===== src/rtl/cache_mem_arbiter_pkg.sv =====
// Shared types and geometry for the I/D-cache to burst-memory arbiter.
package mem_arb_pkg;
    localparam int LINE_W = 256;
    localparam int BEAT_W = 64;
    localparam int ADDR_W = 32;
    localparam int BEATS  = LINE_W / BEAT_W;
    localparam int CNT_W  = $clog2(BEATS);
    localparam int OFF_W  = $clog2(LINE_W / 8);

    typedef enum logic [1:0] {IDLE, RD_BURST, WR_BURST, DONE} arb_state_t;
    typedef enum logic {SRC_I, SRC_D} arb_src_t;

    function automatic logic [ADDR_W-1:0] line_align(input logic [ADDR_W-1:0] a);
        return {a[ADDR_W-1:OFF_W], {OFF_W{1'b0}}};
    endfunction
endpackage


===== src/rtl/cache_mem_arbiter_if.sv =====
// Cache-side and memory-side buses of the arbiter; slave is the arbiter's view.
interface cache_mem_arbiter_if;
    import mem_arb_pkg::*;

    logic              i_read;
    logic [ADDR_W-1:0] i_address;
    logic [LINE_W-1:0] i_rdata;
    logic              i_resp;
    logic              d_read;
    logic              d_write;
    logic [ADDR_W-1:0] d_address;
    logic [LINE_W-1:0] d_wdata;
    logic [LINE_W-1:0] d_rdata;
    logic              d_resp;
    logic              mem_read;
    logic              mem_write;
    logic [ADDR_W-1:0] mem_address;
    logic [BEAT_W-1:0] mem_wdata;
    logic [BEAT_W-1:0] mem_rdata;
    logic              mem_resp;

    modport slave (
        input  i_read, i_address, d_read, d_write, d_address, d_wdata, mem_rdata, mem_resp,
        output i_rdata, i_resp, d_rdata, d_resp, mem_read, mem_write, mem_address, mem_wdata
    );

    modport master (
        output i_read, i_address, d_read, d_write, d_address, d_wdata, mem_rdata, mem_resp,
        input  i_rdata, i_resp, d_rdata, d_resp, mem_read, mem_write, mem_address, mem_wdata
    );
endinterface


===== src/rtl/cache_mem_arbiter_buf.sv =====
// Line buffer plus beat counter: assembles read beats and serves write beats.
module line_burst_buffer
    import mem_arb_pkg::*;
(
    input  logic              clk,
    input  logic              rst,
    input  logic              i_load_line,
    input  logic [LINE_W-1:0] i_line,
    input  logic              i_capture_beat,
    input  logic [BEAT_W-1:0] i_beat_in,
    input  logic              i_advance,
    input  logic              i_clr,
    output logic [BEAT_W-1:0] o_beat_out,
    output logic              o_last_beat,
    output logic [LINE_W-1:0] o_line
);
    logic [LINE_W-1:0] r_line;
    logic [CNT_W-1:0]  r_cnt;

    always_ff @(posedge clk) begin
        if (rst) begin
            r_line <= '0;
            r_cnt  <= '0;
        end else begin
            if (i_load_line)
                r_line <= i_line;
            else if (i_capture_beat)
                r_line[int'(r_cnt) * BEAT_W +: BEAT_W] <= i_beat_in;
            if (i_clr)
                r_cnt <= '0;
            else if (i_advance)
                r_cnt <= r_cnt + 1'b1;
        end
    end

    assign o_beat_out  = r_line[int'(r_cnt) * BEAT_W +: BEAT_W];
    assign o_last_beat = (r_cnt == CNT_W'(BEATS - 1));
    assign o_line      = r_line;
endmodule


===== src/rtl/cache_mem_arbiter.sv =====
// Round-robin arbiter between I/D-cache line misses and one 4-beat burst memory port.
module cache_mem_arbiter
    import mem_arb_pkg::*;
(
    input  logic               clk,
    input  logic               rst,
    cache_mem_arbiter_if.slave bus
);
    arb_state_t        r_state;
    arb_src_t          r_last_grant;
    arb_src_t          r_grant;
    logic              r_mem_read;
    logic              r_mem_write;
    logic              r_i_resp;
    logic              r_d_resp;
    logic [ADDR_W-1:0] r_mem_address;

    logic              w_i_pend;
    logic              w_d_pend;
    logic              w_grant;
    arb_src_t          w_sel;
    logic              w_sel_wr;
    logic [ADDR_W-1:0] w_sel_addr;
    logic              w_capture;
    logic              w_advance;
    logic              w_last_beat;
    logic              w_burst_end;
    logic [BEAT_W-1:0] w_beat_out;
    logic [LINE_W-1:0] w_line;

    assign w_i_pend = bus.i_read;
    assign w_d_pend = bus.d_read | bus.d_write;
    assign w_grant  = (r_state == IDLE) && (w_i_pend || w_d_pend);

    // On contention the side that did not win last time goes first.
    always_comb begin
        w_sel = SRC_I;
        if (w_i_pend && w_d_pend)
            w_sel = (r_last_grant == SRC_I) ? SRC_D : SRC_I;
        else if (w_d_pend)
            w_sel = SRC_D;
    end

    assign w_sel_wr    = (w_sel == SRC_D) && bus.d_write;
    assign w_sel_addr  = (w_sel == SRC_D) ? bus.d_address : bus.i_address;
    assign w_capture   = (r_state == RD_BURST) && bus.mem_resp;
    assign w_advance   = ((r_state == RD_BURST) || (r_state == WR_BURST)) && bus.mem_resp;
    assign w_burst_end = w_advance && w_last_beat;

    line_burst_buffer u_buf (
        .clk            (clk),
        .rst            (rst),
        .i_load_line    (w_grant && w_sel_wr),
        .i_line         (bus.d_wdata),
        .i_capture_beat (w_capture),
        .i_beat_in      (bus.mem_rdata),
        .i_advance      (w_advance),
        .i_clr          (r_state == DONE),
        .o_beat_out     (w_beat_out),
        .o_last_beat    (w_last_beat),
        .o_line         (w_line)
    );

    always_ff @(posedge clk) begin
        if (rst) begin
            r_state       <= IDLE;
            r_last_grant  <= SRC_I;
            r_grant       <= SRC_I;
            r_mem_read    <= 1'b0;
            r_mem_write   <= 1'b0;
            r_i_resp      <= 1'b0;
            r_d_resp      <= 1'b0;
            r_mem_address <= '0;
        end else begin
            unique case (r_state)
                IDLE: begin
                    if (w_grant) begin
                        r_grant       <= w_sel;
                        r_last_grant  <= w_sel;
                        r_mem_address <= line_align(w_sel_addr);
                        r_mem_write   <= w_sel_wr;
                        r_mem_read    <= !w_sel_wr;
                        r_state       <= w_sel_wr ? WR_BURST : RD_BURST;
                    end
                end
                RD_BURST, WR_BURST: begin
                    // resp is raised on the last beat so it is visible exactly during DONE
                    if (w_burst_end) begin
                        r_mem_read  <= 1'b0;
                        r_mem_write <= 1'b0;
                        r_i_resp    <= (r_grant == SRC_I);
                        r_d_resp    <= (r_grant == SRC_D);
                        r_state     <= DONE;
                    end
                end
                DONE: begin
                    r_i_resp <= 1'b0;
                    r_d_resp <= 1'b0;
                    r_state  <= IDLE;
                end
                default: r_state <= IDLE;
            endcase
        end
    end

    assign bus.i_rdata     = w_line;
    assign bus.d_rdata     = w_line;
    assign bus.i_resp      = r_i_resp;
    assign bus.d_resp      = r_d_resp;
    assign bus.mem_read    = r_mem_read;
    assign bus.mem_write   = r_mem_write;
    assign bus.mem_address = r_mem_address;
    assign bus.mem_wdata   = w_beat_out;
endmodule

===== src/flat_wrapper.sv =====
// flat-port wrapper written by rule: the top's interface ports become plain ports
module cache_mem_arbiter_flat import mem_arb_pkg::*;
  (clk, rst, bus_i_read, bus_i_address, bus_d_read, bus_d_write, bus_d_address, bus_d_wdata, bus_mem_rdata, bus_mem_resp, bus_i_rdata, bus_i_resp, bus_d_rdata, bus_d_resp, bus_mem_read, bus_mem_write, bus_mem_address, bus_mem_wdata);
  cache_mem_arbiter_if bus_i ();
  input  logic clk;
  input  logic rst;
  input wire logic [$bits(bus_i.i_read)-1:0] bus_i_read;
  input wire logic [$bits(bus_i.i_address)-1:0] bus_i_address;
  input wire logic [$bits(bus_i.d_read)-1:0] bus_d_read;
  input wire logic [$bits(bus_i.d_write)-1:0] bus_d_write;
  input wire logic [$bits(bus_i.d_address)-1:0] bus_d_address;
  input wire logic [$bits(bus_i.d_wdata)-1:0] bus_d_wdata;
  input wire logic [$bits(bus_i.mem_rdata)-1:0] bus_mem_rdata;
  input wire logic [$bits(bus_i.mem_resp)-1:0] bus_mem_resp;
  output wire logic [$bits(bus_i.i_rdata)-1:0] bus_i_rdata;
  output wire logic [$bits(bus_i.i_resp)-1:0] bus_i_resp;
  output wire logic [$bits(bus_i.d_rdata)-1:0] bus_d_rdata;
  output wire logic [$bits(bus_i.d_resp)-1:0] bus_d_resp;
  output wire logic [$bits(bus_i.mem_read)-1:0] bus_mem_read;
  output wire logic [$bits(bus_i.mem_write)-1:0] bus_mem_write;
  output wire logic [$bits(bus_i.mem_address)-1:0] bus_mem_address;
  output wire logic [$bits(bus_i.mem_wdata)-1:0] bus_mem_wdata;
  assign bus_i.i_read = bus_i_read;
  assign bus_i.i_address = bus_i_address;
  assign bus_i.d_read = bus_d_read;
  assign bus_i.d_write = bus_d_write;
  assign bus_i.d_address = bus_d_address;
  assign bus_i.d_wdata = bus_d_wdata;
  assign bus_i.mem_rdata = bus_mem_rdata;
  assign bus_i.mem_resp = bus_mem_resp;
  assign bus_i_rdata = bus_i.i_rdata;
  assign bus_i_resp = bus_i.i_resp;
  assign bus_d_rdata = bus_i.d_rdata;
  assign bus_d_resp = bus_i.d_resp;
  assign bus_mem_read = bus_i.mem_read;
  assign bus_mem_write = bus_i.mem_write;
  assign bus_mem_address = bus_i.mem_address;
  assign bus_mem_wdata = bus_i.mem_wdata;
  cache_mem_arbiter u_core (.clk(clk), .rst(rst), .bus(bus_i));
endmodule

===== config.mk =====
export PLATFORM = sky130hd
export DESIGN_NAME = cache_mem_arbiter_flat
export DESIGN_NICKNAME = d
export VERILOG_FILES = /design/src/rtl/cache_mem_arbiter_pkg.sv /design/src/rtl/cache_mem_arbiter_if.sv /design/src/rtl/cache_mem_arbiter_buf.sv /design/src/rtl/cache_mem_arbiter.sv /design/src/flat_wrapper.sv
export SDC_FILE = /design/constraint.sdc
export NUM_CORES = 1
export LEC_CHECK = 0
export CORE_AREA = 5 5 385 387
export DETAILED_ROUTE_END_ITERATION = 16
export DIE_AREA = 0 0 390 392
export GPL_TIMING_DRIVEN = 0
export PLACE_DENSITY_LB_ADDON = 0.3
export SYNTH_ARGS = -nofsm -noshare
export SYNTH_HDL_FRONTEND = slang
export SYNTH_SLANG_ARGS = --single-unit
export TNS_END_PERCENT = 1

===== constraint.sdc =====
create_clock -name clk -period 3.3 [get_ports clk]
set_input_delay 0.33 -clock clk [delete_from_list [all_inputs] [get_ports clk]]
set_output_delay 0.33 -clock clk [all_outputs]
set_load 0.005 [all_outputs]

==> results.md <==
- Worst stage delay on the critical path: 0.86 ns
- Delay-heaviest family, CP: buffers and inverters
- Clock-pin slew on the worst setup and hold paths: 0.06 ns
- IO buf count: 985
- Die Y: 392 µm
- Actual slew at the worst max-slew pin: 1.37 ns
- GPL Wtd Cong: 0.813
- R2R Path Start: u_core.u_buf.r_cnt[1]
- CP Launch Type: register
- Vias in the first global route: 18594
- CP Class: reg -> reg
- CTS sink count: 292
- First-pass GRT wire length: 201 mm
- WL final: 160 mm
- Pin count of the biggest net entering global routing: 12
- Worst Setup SP: u_core.u_buf.r_cnt[1]
- Layout cells sized above 1: 18.8%
- Distinct cells, synth: 40
- Die Width: 390 µm
- Seq cells post-synth: 292
- I/O pins: 1002
- Worst r2r path cells: 8
- Largest cells by area after synthesis: dfxtp_1 (38%), buf_4 (13%), mux4_2 (9.4%), a221o_1 (8.0%), a221oi_1 (7.7%)
- Max-Cap Viols: 0
- Worst setup margin: 0.0819 ns
- H-tree depth: 2
- Initial antenna violation count: 55
- Worst Path Arrival: 3.73 ns
- Layout fillers: 16074
- Setup WS pre-CTS: -2.45 ns
- Clock Skew: 0.0357 ns
- R2r endpoint: u_core.u_buf.o_line[103]
- Status: finished, final reports clean
- HPWL after DPL: 129 mm
- CTS max path bufs: 3
- WP data required: 3.81 ns
- Cell Rows: 140
- Slew Limit Fails: 0
- GR Overflow Total: 0
- Final Total Pwr: 23.4 mW
- Final setup viols: 0
- Drt pass-1 iters: 5
- Nets: 3046
- Worst reg2reg setup slack: 0.08 ns
- Via density: 4.07
- CORE AREA: 0.145 mm²
- Tmin final: 3.22 ns
- Cell depth of the worst setup path: 8
- Worst Hold Class: in -> reg
- Worst Setup EP: u_core.u_buf.o_line[103]
- Worst path bufs/invs: 4
- DRC: 0
- Worst-path cell chain: clkbuf_8 -> clkbuf_8 -> inv_1 -> ha_1 -> nand3_2 -> buf_1 -> a221oi_1 -> nor3_1
- Post-DP Area: 0.0277 mm²
- Max Freq: 311 MHz
- Clk root buf: clkbuf_16
- Peak fanout along the critical path: 10
- PD cells: 794 mW/mm²
- Endpoint class of the critical path: register
- Fin. Hold Viols: 0
- Worst slew margin: 8.67%
- Initial Util: 10.6%
- Vias: 18726
- Insertion delay to the later sink of the worst-skew pair: 0.61 ns
- All-Layer GR Usage: 19.9%
- Post-Synthesis Cell Area: 0.0153 mm²
- Finished Core Util: 20.4%
- Static Leak: 11.3 nW
- Yosys top cell by area: dfxtp_1
- CTS tree: yes
- Post-synth top area share: 38.2%
- Area grow syn2layout: 92.3%
- Syn_area_per_cell: 9.58 µm²
- Post-Syn Instances: 1598
- Violation count after the first detailed-route iteration: 1436
- Seq/Total Area, Yosys: 38.2%
- Synth Warn #: 0
- RSZ-0062 raised after global routing: yes
- CP max stage cell: buf_1
- Post-route ant nets: 0
- CP dominant cell by count: clkbuf_8
- # hold bufs at CTS: 0
- Die area: 0.153 mm²
- Peak supply drop: 0.299 mV
- Final period utilization: 97.5%
- TritonCTS buffer count: 41
- Post-route cell area: 0.0294 mm²
- Mean routed wirelength per cell: 34.8 µm
## per-stage QoR
step | hold WS (ns) | setup TNS [ns] | std cells
2_1_floorplan | 0.466 | 0 | 1602
4_1_cts | 0.203 | -0.0740 | 4593
6_report | 0.275 | 0 | 4605
5_1_grt | 0.257 | -0.329 | 4593
3_5_place_dp | 0.475 | -513.27 | 4508
3_3_place_gp | 0.473 | -601.19 | 4504
## worst min path at each step
stage                     depth (start not counted)               endpoint                  from
after CTS                                         4  u_core.u_buf.r_cnt[0]          bus_mem_resp
after floorplan                                   2    u_core.bus.mem_read   u_core.bus.mem_read
final                                             4  u_core.u_buf.r_cnt[0]          bus_mem_resp
after detailed placement                          2   u_core.bus.mem_write  u_core.bus.mem_write
after global placement                            2    u_core.bus.mem_read   u_core.bus.mem_read
after global routing                              4  u_core.u_buf.r_cnt[0]          bus_mem_resp
## synthesized netlist by cell type
cell type  count
a21boi_2       1
a21oi_1        1
a21oi_2        1
a221o_1      122
a221oi_1     134
a22oi_1        3
a2bb2oi_1      1
a311oi_1      28
a31oi_1        1
and2_1         2
and3_1       123
and3b_1        1
buf_1          9
buf_2         49
buf_4        267
clkbuf_1      91
conb_1         1
dfxtp_1      292
ha_1           9
inv_1          5
mux2i_1        1
mux4_2        64
nand2_1       62
nand2b_1       4
nand3_1        4
nand4b_1       1
nand4bb_1      1
nor2_1       166
nor2_2         2
nor2b_1        2
nor3_1       139
nor3b_1        1
nor3b_4        1
nor4_4         2
o211ai_1       1
o21a_1         2
o21ai_0        1
o21ai_1        1
o32ai_1        1
xnor2_1        1
## worst reg2reg max path, cell delays in order, from the launching register on
cell,delay (ns)
dfxtp_1,0.43
clkbuf_8,0.28
clkbuf_8,0.30
inv_1,0.12
ha_1,0.22
nand3_2,0.43
buf_1,0.87
a221oi_1,0.25
nor3_1,0.20
## cells in the final DEF, fill, tap and decap left out, types with 13 or more instances in the layout
master | synthesis | layout
a221o_1 | 122 | 122
nor3_1 | 139 | 139
dlygate4sd2_1 | 0 | 13
clkbuf_2 | 0 | 22
clkdlybuf4s50_1 | 0 | 970
dfxtp_1 | 292 | 292
buf_4 | 267 | 281
clkbuf_1 | 91 | 66
nor2_1 | 166 | 166
and3_1 | 123 | 123
buf_2 | 49 | 31
a311oi_1 | 28 | 28
clkbuf_16 | 0 | 43
mux4_2 | 64 | 64
nand2_1 | 62 | 62
a221oi_1 | 134 | 134
## logic make-up after synthesis
group,after synthesis,synth area share [%]
DFF,292,38.2
other,1,0.0245
xor gates and xnor gates,1,0.0572
buffers and inverters,421,17.3
adders and majority gates,9,0.735
AOI/OAI and AO/OA,298,17.9
muxes,65,9.48
and+or+nand+nor,511,16.3
## layout make-up
type / count / area (µm²) / area share [%]
Tap cell: 1917 / 2400 / 8.15
Clock buffer: 58 / 1220 / 4.15
Multi-Input combinational cell: 889 / 6860 / 23.3
Clock inverter: 14 / 136 / 0.463
Buffer: 416 / 2850 / 9.67
Antenna cell: 12 / 30.0 / 0.102
Inverter: 5 / 18.8 / 0.0638
Timing Repair Buffer: 1002 / 10100 / 34.2
Sequential cell: 292 / 5850 / 19.9
## power breakdown
group / internal (mW) / switching [mW] / leakage [nW] / total [mW]
clock network: 2.73 / 2.00 / 0.671 / 4.73
logic: 6.54 / 5.98 / 8.26 / 12.5
registers: 4.48 / 1.65 / 2.41 / 6.13
## what timing repair did
| item | in CTS | in global routing |
|---|---|---|
| pin swaps | 5 | 2 |
| setup endpoints to repair | 321 | 110 |
| setup buffers | 13 | 0 |
| resized for setup | 76 | 15 |
## flip-flops by register name (all words and copies together), names as in the netlist
signal and count:
u_core.r_state 2, u_core.bus.mem_address 27, u_core.bus.mem_read 1, u_core.u_buf.r_cnt 2, u_core.u_buf.o_line 256, u_core.r_last_grant 1, u_core.bus.d_resp 1, u_core.bus.mem_write 1
u_core.bus.i_resp 1
## layer usage
| metal | wire [µm] | track usage (%) |
|---|---|---|
| met3 | 11400 | 4.42 |
| met1 | 67900 | 25.5 |
| met5 | 92 | 0 |
| met2 | 76900 | 34.0 |
| met4 | 3890 | 4.35 |
(Power assumes the default switching activity.)
